<file path="config.mk">
export PLATFORM = sky130hd
export DESIGN_NAME = nco_tremolo_mod
export DESIGN_NICKNAME = d
export VERILOG_FILES = /design/src/rtl/nco_tremolo_pkg.sv /design/src/rtl/nco_tremolo_gain.sv /design/src/rtl/nco_tremolo_mod.sv
export SDC_FILE = /design/constraint.sdc
export NUM_CORES = 1
export LEC_CHECK = 0
export BUFFER_PORTS_ARGS = -buffer_cell sky130_fd_sc_hd__buf_2
export CORE_MARGIN = 4
export CORE_UTILIZATION = 35
export DETAILED_ROUTE_END_ITERATION = 12
export RECOVER_POWER = 100
export SYNTH_ARGS = -nofsm -noshare
export SYNTH_HDL_FRONTEND = slang
export SYNTH_HIERARCHICAL = 1
export SYNTH_SLANG_ARGS = --single-unit
</file>
<file path="constraint.sdc">
create_clock -name clk -period 5.45 [get_ports clk]
set_clock_uncertainty 0.1 [all_clocks]
set_input_delay 1.09 -clock clk [delete_from_list [all_inputs] [get_ports clk]]
set_output_delay 1.09 -clock clk [all_outputs]
set_load 0.05 [all_outputs]
</file>
<file path="src/rtl/nco_tremolo_pkg.sv">
// Shared widths, constants and LFO-to-gain arithmetic for the tremolo stage.
package nco_tremolo_pkg;

  localparam int unsigned MPR    = 16;
  localparam int unsigned DW     = 16;
  localparam int unsigned DPW    = 8;
  localparam int unsigned GAIN_W = 17;
  localparam int unsigned SHIFT  = 16;
  localparam int unsigned PROD_W = DW + GAIN_W + 1;
  localparam int unsigned ATT_W  = MPR + DPW;

  typedef logic [GAIN_W-1:0] gain_t;

  localparam gain_t          GAIN_UNITY = GAIN_W'(65536);
  localparam logic [MPR-1:0] LFO_OFFSET = {1'b1, {(MPR-1){1'b0}}};

  // gain = 65536 - ((depth * (65535 - u)) >> 8), where u is the LFO moved to unsigned
  function automatic gain_t lfo_to_gain(input logic [MPR-1:0] lfo,
                                        input logic [DPW-1:0] depth);
    logic [MPR-1:0]   u;
    logic [MPR-1:0]   inv;
    logic [ATT_W-1:0] prod;
    logic [MPR-1:0]   att;
    u    = lfo + LFO_OFFSET;
    inv  = ~u;
    prod = ATT_W'(depth) * ATT_W'(inv);
    att  = MPR'(prod >> DPW);
    return GAIN_UNITY - GAIN_W'(att);
  endfunction

endpackage

</file>
<file path="src/rtl/nco_tremolo_gain.sv">
// Registered conversion of the NCO sine sample into an unsigned audio gain.
module nco_tremolo_gain
  import nco_tremolo_pkg::*;
(
  input  logic           clk,
  input  logic           reset,
  input  logic           clken,
  input  logic [MPR-1:0] lfo_i,
  input  logic           lfo_valid,
  input  logic [DPW-1:0] depth_i,
  output gain_t          gain_o,
  output logic           lfo_seen_o
);

  gain_t gain_q, gain_d;
  logic  lfo_seen_q, lfo_seen_d;

  // Recompute the gain only when an LFO sample is accepted; depth is sampled with it
  always_comb begin
    gain_d     = gain_q;
    lfo_seen_d = lfo_seen_q;
    if (clken && lfo_valid) begin
      gain_d     = lfo_to_gain(lfo_i, depth_i);
      lfo_seen_d = 1'b1;
    end
  end

  // Gain state register, unity until the first LFO sample arrives
  always_ff @(posedge clk or posedge reset) begin
    if (reset) begin
      gain_q     <= GAIN_UNITY;
      lfo_seen_q <= 1'b0;
    end else begin
      gain_q     <= gain_d;
      lfo_seen_q <= lfo_seen_d;
    end
  end

  assign gain_o     = gain_q;
  assign lfo_seen_o = lfo_seen_q;

endmodule

</file>
<file path="src/rtl/nco_tremolo_mod.sv">
// Tremolo stage: two-cycle audio capture/multiply pipeline driven by the NCO-derived gain.
module nco_tremolo_mod
  import nco_tremolo_pkg::*;
(
  input  logic          clk,
  input  logic          reset,
  input  logic          clken,
  input  logic [MPR-1:0] lfo_i,
  input  logic          lfo_valid,
  input  logic [DPW-1:0] depth_i,
  input  logic          bypass_i,
  input  logic [DW-1:0] audio_i,
  input  logic          audio_valid,
  output logic [DW-1:0] audio_o,
  output logic          audio_o_valid
);

  gain_t gain;
  logic  lfo_seen;

  nco_tremolo_gain u_gain (
    .clk        (clk),
    .reset      (reset),
    .clken      (clken),
    .lfo_i      (lfo_i),
    .lfo_valid  (lfo_valid),
    .depth_i    (depth_i),
    .gain_o     (gain),
    .lfo_seen_o (lfo_seen)
  );

  logic [DW-1:0]  s1_audio_q, s1_audio_d;
  gain_t          s1_gain_q, s1_gain_d;
  logic           s1_valid_q, s1_valid_d;
  logic [DW-1:0]  audio_o_q, audio_o_d;
  logic           audio_o_valid_q, audio_o_valid_d;
  logic signed [PROD_W-1:0] prod;

  // S1 captures the sample with the gain in force before any same-cycle LFO update
  always_comb begin
    s1_audio_d = s1_audio_q;
    s1_gain_d  = s1_gain_q;
    s1_valid_d = s1_valid_q;
    if (clken) begin
      s1_valid_d = audio_valid;
      if (audio_valid) begin
        s1_audio_d = audio_i;
        s1_gain_d  = (bypass_i || !lfo_seen) ? GAIN_UNITY : gain;
      end
    end
  end

  // S2 multiplies signed audio by unsigned gain and floors back to audio width
  always_comb begin
    prod = $signed({{(PROD_W-DW){s1_audio_q[DW-1]}}, s1_audio_q})
         * $signed({{(PROD_W-GAIN_W){1'b0}}, s1_gain_q});
    audio_o_d       = audio_o_q;
    audio_o_valid_d = audio_o_valid_q;
    if (clken) begin
      audio_o_valid_d = s1_valid_q;
      if (s1_valid_q) begin
        audio_o_d = DW'(prod >>> SHIFT);
      end
    end
  end

  // Pipeline registers; reset drops any in-flight sample
  always_ff @(posedge clk or posedge reset) begin
    if (reset) begin
      s1_audio_q      <= '0;
      s1_gain_q       <= GAIN_UNITY;
      s1_valid_q      <= 1'b0;
      audio_o_q       <= '0;
      audio_o_valid_q <= 1'b0;
    end else begin
      s1_audio_q      <= s1_audio_d;
      s1_gain_q       <= s1_gain_d;
      s1_valid_q      <= s1_valid_d;
      audio_o_q       <= audio_o_d;
      audio_o_valid_q <= audio_o_valid_d;
    end
  end

  assign audio_o       = audio_o_q;
  assign audio_o_valid = audio_o_valid_q;

endmodule

</file>
# ---- Yosys cells after proc, flatten, opt, wreduce, memory -nomap -nowiden
# Index checks and enable logic that the tools add are counted.
dict set report word_totals {
  ff_bits 69
  out_inout_bits 17
}
dict set report op_classes {
  n_addsub 2
  mul 2
  n_mux 1
  bitwise_logic 1
  n_reduce_logical 5
}
# operator n
set ops {}
lappend ops {{16-bit by 18-bit multiplier with 32-bit output} 1}
lappend ops {{8-bit by 16-bit multiplier with 24-bit output} 1}
lappend ops {{17-bit two-way mux} 1}
lappend ops {{17-bit by 16-bit subtractor with 17-bit output, first input constant} 1}
lappend ops {{16-bit adder, second input constant} 1}
lappend ops {{16-bit NOT} 1}
lappend ops {{2-bit AND reduction} 2}
lappend ops {{1-bit logical AND} 1}
lappend ops {{1-bit logical NOT} 1}
lappend ops {{1-bit logical OR} 1}

# ---- Logic depth before layout (Yosys ltp)
dict set report logic_depth {
  word_depth 4
  mapped_depth 23
}

# ---- Cells and area by module
# Netlist, hierarchy kept.
# module n_inst cells_each area_each_um2 seq_area_each_um2
set modules_own_cells {}
lappend modules_own_cells {nco_tremolo_mod 1 1174 10809.1 1277.5}
lappend modules_own_cells {nco_tremolo_gain 1 613 5318.9 451.7}

# ---- Worst setup path before layout
# OpenSTA, ideal clock, no wires.
dict set report synth_timing {
  kind {in2reg}
  from {input depth_i[6]}
  to {register u_gain.gain_q[12] (netlist: u_gain/gain_o[12])}
  arrival_ns 5.874
  slack_ns -0.660
  cell_stages 19
  cell_sequence {clkbuf_1 -> nor2b_1 -> fa_1 -> fa_1 -> fa_1 -> inv_1 -> fa_1 -> inv_1 -> ha_1 -> buf_6 -> a21oi_2 -> o21ai_1 -> a41o_1 -> or3_4 -> a2111oi_4 -> and4_1 -> buf_2 -> and4_1 -> o31ai_2}
}
dict set report synth_between {
  elab_chain_cells 2
}
# element line_no
set synth_rtl {}
lappend synth_rtl {{from (decl)} nco_tremolo_mod.sv:10} ;# input logic [DPW-1:0] depth_i,
lappend synth_rtl {{8-bit by 16-bit multiplier with 24-bit output} nco_tremolo_pkg.sv:26} ;# prod = ATT_W'(depth) * ATT_W'(inv);
lappend synth_rtl {{17-bit by 16-bit subtractor with 17-bit output} nco_tremolo_pkg.sv:28} ;# return GAIN_UNITY - GAIN_W'(att);
lappend synth_rtl {{to (signal assigned)} nco_tremolo_gain.sv:34} ;# gain_q <= gain_d;
lappend synth_rtl {{to (decl)} nco_tremolo_gain.sv:15} ;# gain_t gain_q, gain_d;
# No other way between the ends.
# A chain may end at the register's enable or synchronous reset.

# ---- Worst setup path after layout
dict set report layout_timing {
  from {register s1_gain_q[6]}
  to {register audio_o_q[4] (netlist: audio_o[4])}
}
dict set report layout_between {
  elab_chain_cells 1
}
# element line_no
set layout_rtl {}
lappend layout_rtl {{from (decl)} nco_tremolo_mod.sv:33} ;# gain_t s1_gain_q, s1_gain_d;
lappend layout_rtl {{from (signal assigned)} nco_tremolo_mod.sv:77} ;# s1_gain_q <= s1_gain_d;
lappend layout_rtl {{16-bit by 18-bit multiplier with 32-bit output} nco_tremolo_mod.sv:56} ;# * $signed({{(PROD_W-GAIN_W){1'b0}}, s1_gain_q});
lappend layout_rtl {{to (signal assigned)} nco_tremolo_mod.sv:79} ;# audio_o_q <= audio_o_d;
lappend layout_rtl {{to (decl)} nco_tremolo_mod.sv:35} ;# logic [DW-1:0] audio_o_q, audio_o_d;
# No other way between the ends.

==> impl_summary.md <==
Finish
Leaving out fill and tap cells, the most frequent cells in the layout are sky130_fd_sc_hd__inv_1 (329), sky130_fd_sc_hd__fa_1 (274), sky130_fd_sc_hd__buf_4 (266). The total area of multi-input combinational cells is 14100 um2. The library cell used most frequently in the layout, excluding fill and tap cells, is sky130_fd_sc_hd__inv_1. Summing all non-filler instances in the final layout gives an area of 21000 um2. The layout overhead on the synthesized area is 30.2%. The filler cells instantiated in the layout total 4305.

The final cell utilization of the core is 46.2%. Summing all flip-flop and latch instances after layout gives 1750 um2. The final net count is 2578.

The share of cells above drive strength 1 is 30.2%.

Hold path
The path type of the worst min-delay path is reg -> reg.

Global routing
The initial antenna violation count is 1. The global-route total usage across every layer is 17.7%. The global route total overflow is 0.

The first-pass GRT wire length is 72400 um. The via count of the first global-routing pass is 14305. Entering global routing, the biggest net connects 52 pins.

Route
The routed design has 43800 um of wire. The detailed router placed 13143 vias in this run. The violation count after the first detailed-route iteration is 653. The number of nets with antenna violations after routing is 0.

The remaining design rule violation count is 0. For this run, the detailed router's first-pass iteration total came to 7. The number of vias per cell is 4.88. The wire length per cell after detailed routing is 16.2 um.

Timing
The transition time at the pin with the least slew margin is 3010 ps. The normalized max-slew margin is -101%. The final count of hold timing violations is 0. After layout, the worst path uses 106% of the clock period. Setup violations remaining at the end of the flow were counted as 26.

Setup repair after global routing could not meet its margin everywhere. Static timing analysis puts the maximum clock frequency at 0.173 GHz. The number of max-slew violations in the final report is 104.

The final critical delay including setup and external delays is 5780 ps. Across all setup checks in the final design, the least slack found is -331 ps.

Clocking
The H-tree was split into 3 levels. The insertion delay to the later sink of the worst-skew pair is 350 ps. After clock tree synthesis, the clock-pin slew on the worst setup and hold paths is 70 ps. The TritonCTS clock tree is built.

The number of clock buffers inserted by TritonCTS is 9. The maximum buffer depth of the clock tree is 2. For this design, the CTS-stage hold fixing added 0 buffers. The root buffer cell is sky130_fd_sc_hd__clkbuf_16.

Clock tree synthesis found a total of 69 sinks.

Logic synthesis
The most used flip-flop cell after synthesis is sky130_fd_sc_hd__dfrtp_1. The mean post-synth cell area is 9.03 um2. The number of register bits inferred by synthesis is 69. After synthesis, the largest area contributor takes up 36.0% of total cell area. After synthesis, the cell types taking the most area are sky130_fd_sc_hd__fa_1 (36%), sky130_fd_sc_hd__ha_1 (12%), sky130_fd_sc_hd__dfrtp_1 (10%), sky130_fd_sc_hd__inv_1 (8.1%), sky130_fd_sc_hd__and2_1 (5.4%). The summed instance area of the synthesized netlist is 16100 um2. The post-synthesis instance total is 1787. When the netlist entered floorplanning its net count stood at 2275. In this run, synthesis inferred 0 flip-flops with an integrated enable. The top cell type by total area after synthesis is sky130_fd_sc_hd__fa_1. The synthesis warning total is 6. Sequential elements use 10.7% of the synthesized area. The proportion of register bits with asynchronous set or reset after synthesis is 100%. The number of distinct library cell variants in the gate-level netlist after synthesis is 77.

Floorplanning
The initial utilization of the core area, before any placement, comes to 35.5%. During I/O placement, the number of pins put on the boundary was 63. The number of placement rows is 78. Measured along the y axis, the die boundary spans 223 um.

The area of the core is 45500 um2. The die covers 49600 um2. The die boundary width is 223 um.

Critical path
Together, buffers and inverters on the worst path number 4. The start-to-end type of the worst setup path is reg -> reg. On the critical path the largest part of the delay comes from adder cells.

The worst endpoint data arrival time is 5870 ps. The critical-path cell with the highest stage delay is sky130_fd_sc_hd__fa_2. The worst setup path is captured at a register. The largest single stage delay on the critical path is 540 ps.

Data on the critical path is required at its endpoint by 5540 ps. The critical path goes through buf_12 -> and2_4 -> fa_1 -> inv_1 -> fa_2 -> fa_2 -> fa_1 -> inv_1 -> fa_1 -> fa_1 -> ha_4 -> a21oi_1 -> o21ai_1 -> a221o_1 -> buf_6 -> a211oi_4 -> o21ai_2 -> xnor2_1 -> o21ai_1. The most numerous cell type found on the critical path is sky130_fd_sc_hd__fa_1. The startpoint class of the critical path is a register. The critical-path maximum fanout is 4.

Placed design
The post-detailed-placement half-perimeter wirelength is 35700 um. The worst slack after detailed placement is -660 ps. The congestion estimate from routability-driven global placement came to 0.901. The count of buffers inserted at the top-level ports is 62. The cell area after placement is 18900 um2.

Run status
The run finished, with violations left. The checks that failed: capacitance limit, slew limit, setup timing.

Job
The tool flagged a number of max-cap violations equal to 3.
[logic make-up after synthesis]
logic type                 Yosys count  share of synthesized area (%)
adders and majority gates          442                           47.8
buffers and inverters              420                           9.90
and+or+nand+nor                    590                           19.3
AOI/OAI and AO/OA                  217                           9.33
DFF                                 69                           10.7
muxes                               18                           1.25
xor gates and xnor gates            31                           1.68
[stage by stage]
step	cells	setup TNS, ps	hold slack [ps]
after global routing	2695	-11590	394
after floorplan	1787	-2640	323
final	2696	-5180	360
after global placement	2620	-14540	346
after detailed placement	2620	-16120	352
after CTS	2671	-4210	362
[synth_stat cells, drive strengths merged, types with 3 or more instances]
cell type  instances
a211oi            11
a21o              20
a21oi             47
a22o              16
a22oi              3
a31oi             13
and2             139
and2b              9
and3               8
and4               7
buf                9
clkbuf            63
dfrtp             67
fa               290
ha               152
inv              348
mux2              17
nand2            206
nand2b            38
nand3             14
nand4             11
nor2              42
nor2b             80
nor3              13
nor4               4
o2111ai            5
o211a              3
o211ai             7
o21a               5
o21ai             51
o21bai             4
o31ai             11
or2                3
or3                6
or4                5
xnor2             15
xor2              16
[final timing paths]
kind,cells after the start,start,slack (ps),to
worst max-delay path,19,s1_gain_q[6]$_DFFE_PP0P_,-330,audio_o[4]$_DFFE_PP0P_
worst min-delay path,2,u_gain/gain_o[16]$_DFFE_PP1P_,360,s1_gain_q[16]$_DFFE_PP1P_
worst max register to register,19,s1_gain_q[6]$_DFFE_PP0P_,-330,audio_o[4]$_DFFE_PP0P_
worst min register to register,2,u_gain/gain_o[16]$_DFFE_PP1P_,360,s1_gain_q[16]$_DFFE_PP1P_
max in group asynchronous,3,reset,1520,s1_audio_q[2]$_DFFE_PP0P_
min in group asynchronous,2,reset,740,u_gain/gain_o[5]$_DFFE_PP0P_
[sequential cells by signal (all words and copies together), names as in the netlist]
| register | cells |
|---|---|
| s1_audio_q | 16 |
| u_gain/lfo_seen_o | 1 |
| u_gain/gain_o | 17 |
| s1_gain_q | 17 |
| s1_valid_q | 1 |
| audio_o_valid | 1 |
| audio_o | 16 |
[tightest hold or removal path, cell delays in order, from the launching register on]
cell and delay, ps:
sky130_fd_sc_hd__dfstp_2 370, sky130_fd_sc_hd__inv_1 40, sky130_fd_sc_hd__a21oi_1 50
[metal layers]
metal	vias to the layer above	GRT usage (%)	wire length (um)
li1	6188	-	-
met1	6629	22.1	18100
met2	256	32.8	23300
met3	70	1.65	1430
met4	0	4.24	981
met5	-	0	0
[area by class of cell]
| type | instances | area share [%] |
|---|---|---|
| inverters | 348 | 6.22 |
| flip-flops and latches | 69 | 8.36 |
| well taps | 600 | 3.58 |
| diodes | 1 | 0.0119 |
| repair buffers | 364 | 13.4 |
| clock inverters | 7 | 0.381 |
| clock buffers | 9 | 1.07 |
| multi-input cells | 1298 | 67.0 |
[repair_timing]
item	in CTS	in global routing
resized for setup	173	150
setup endpoints to repair	31	31
pin swaps	88	98
gates cloned	0	0
buffers inserted	36	24
Power is not shown: default switching activity piles up to over one toggle a cycle in this logic, so the estimate is an artifact.
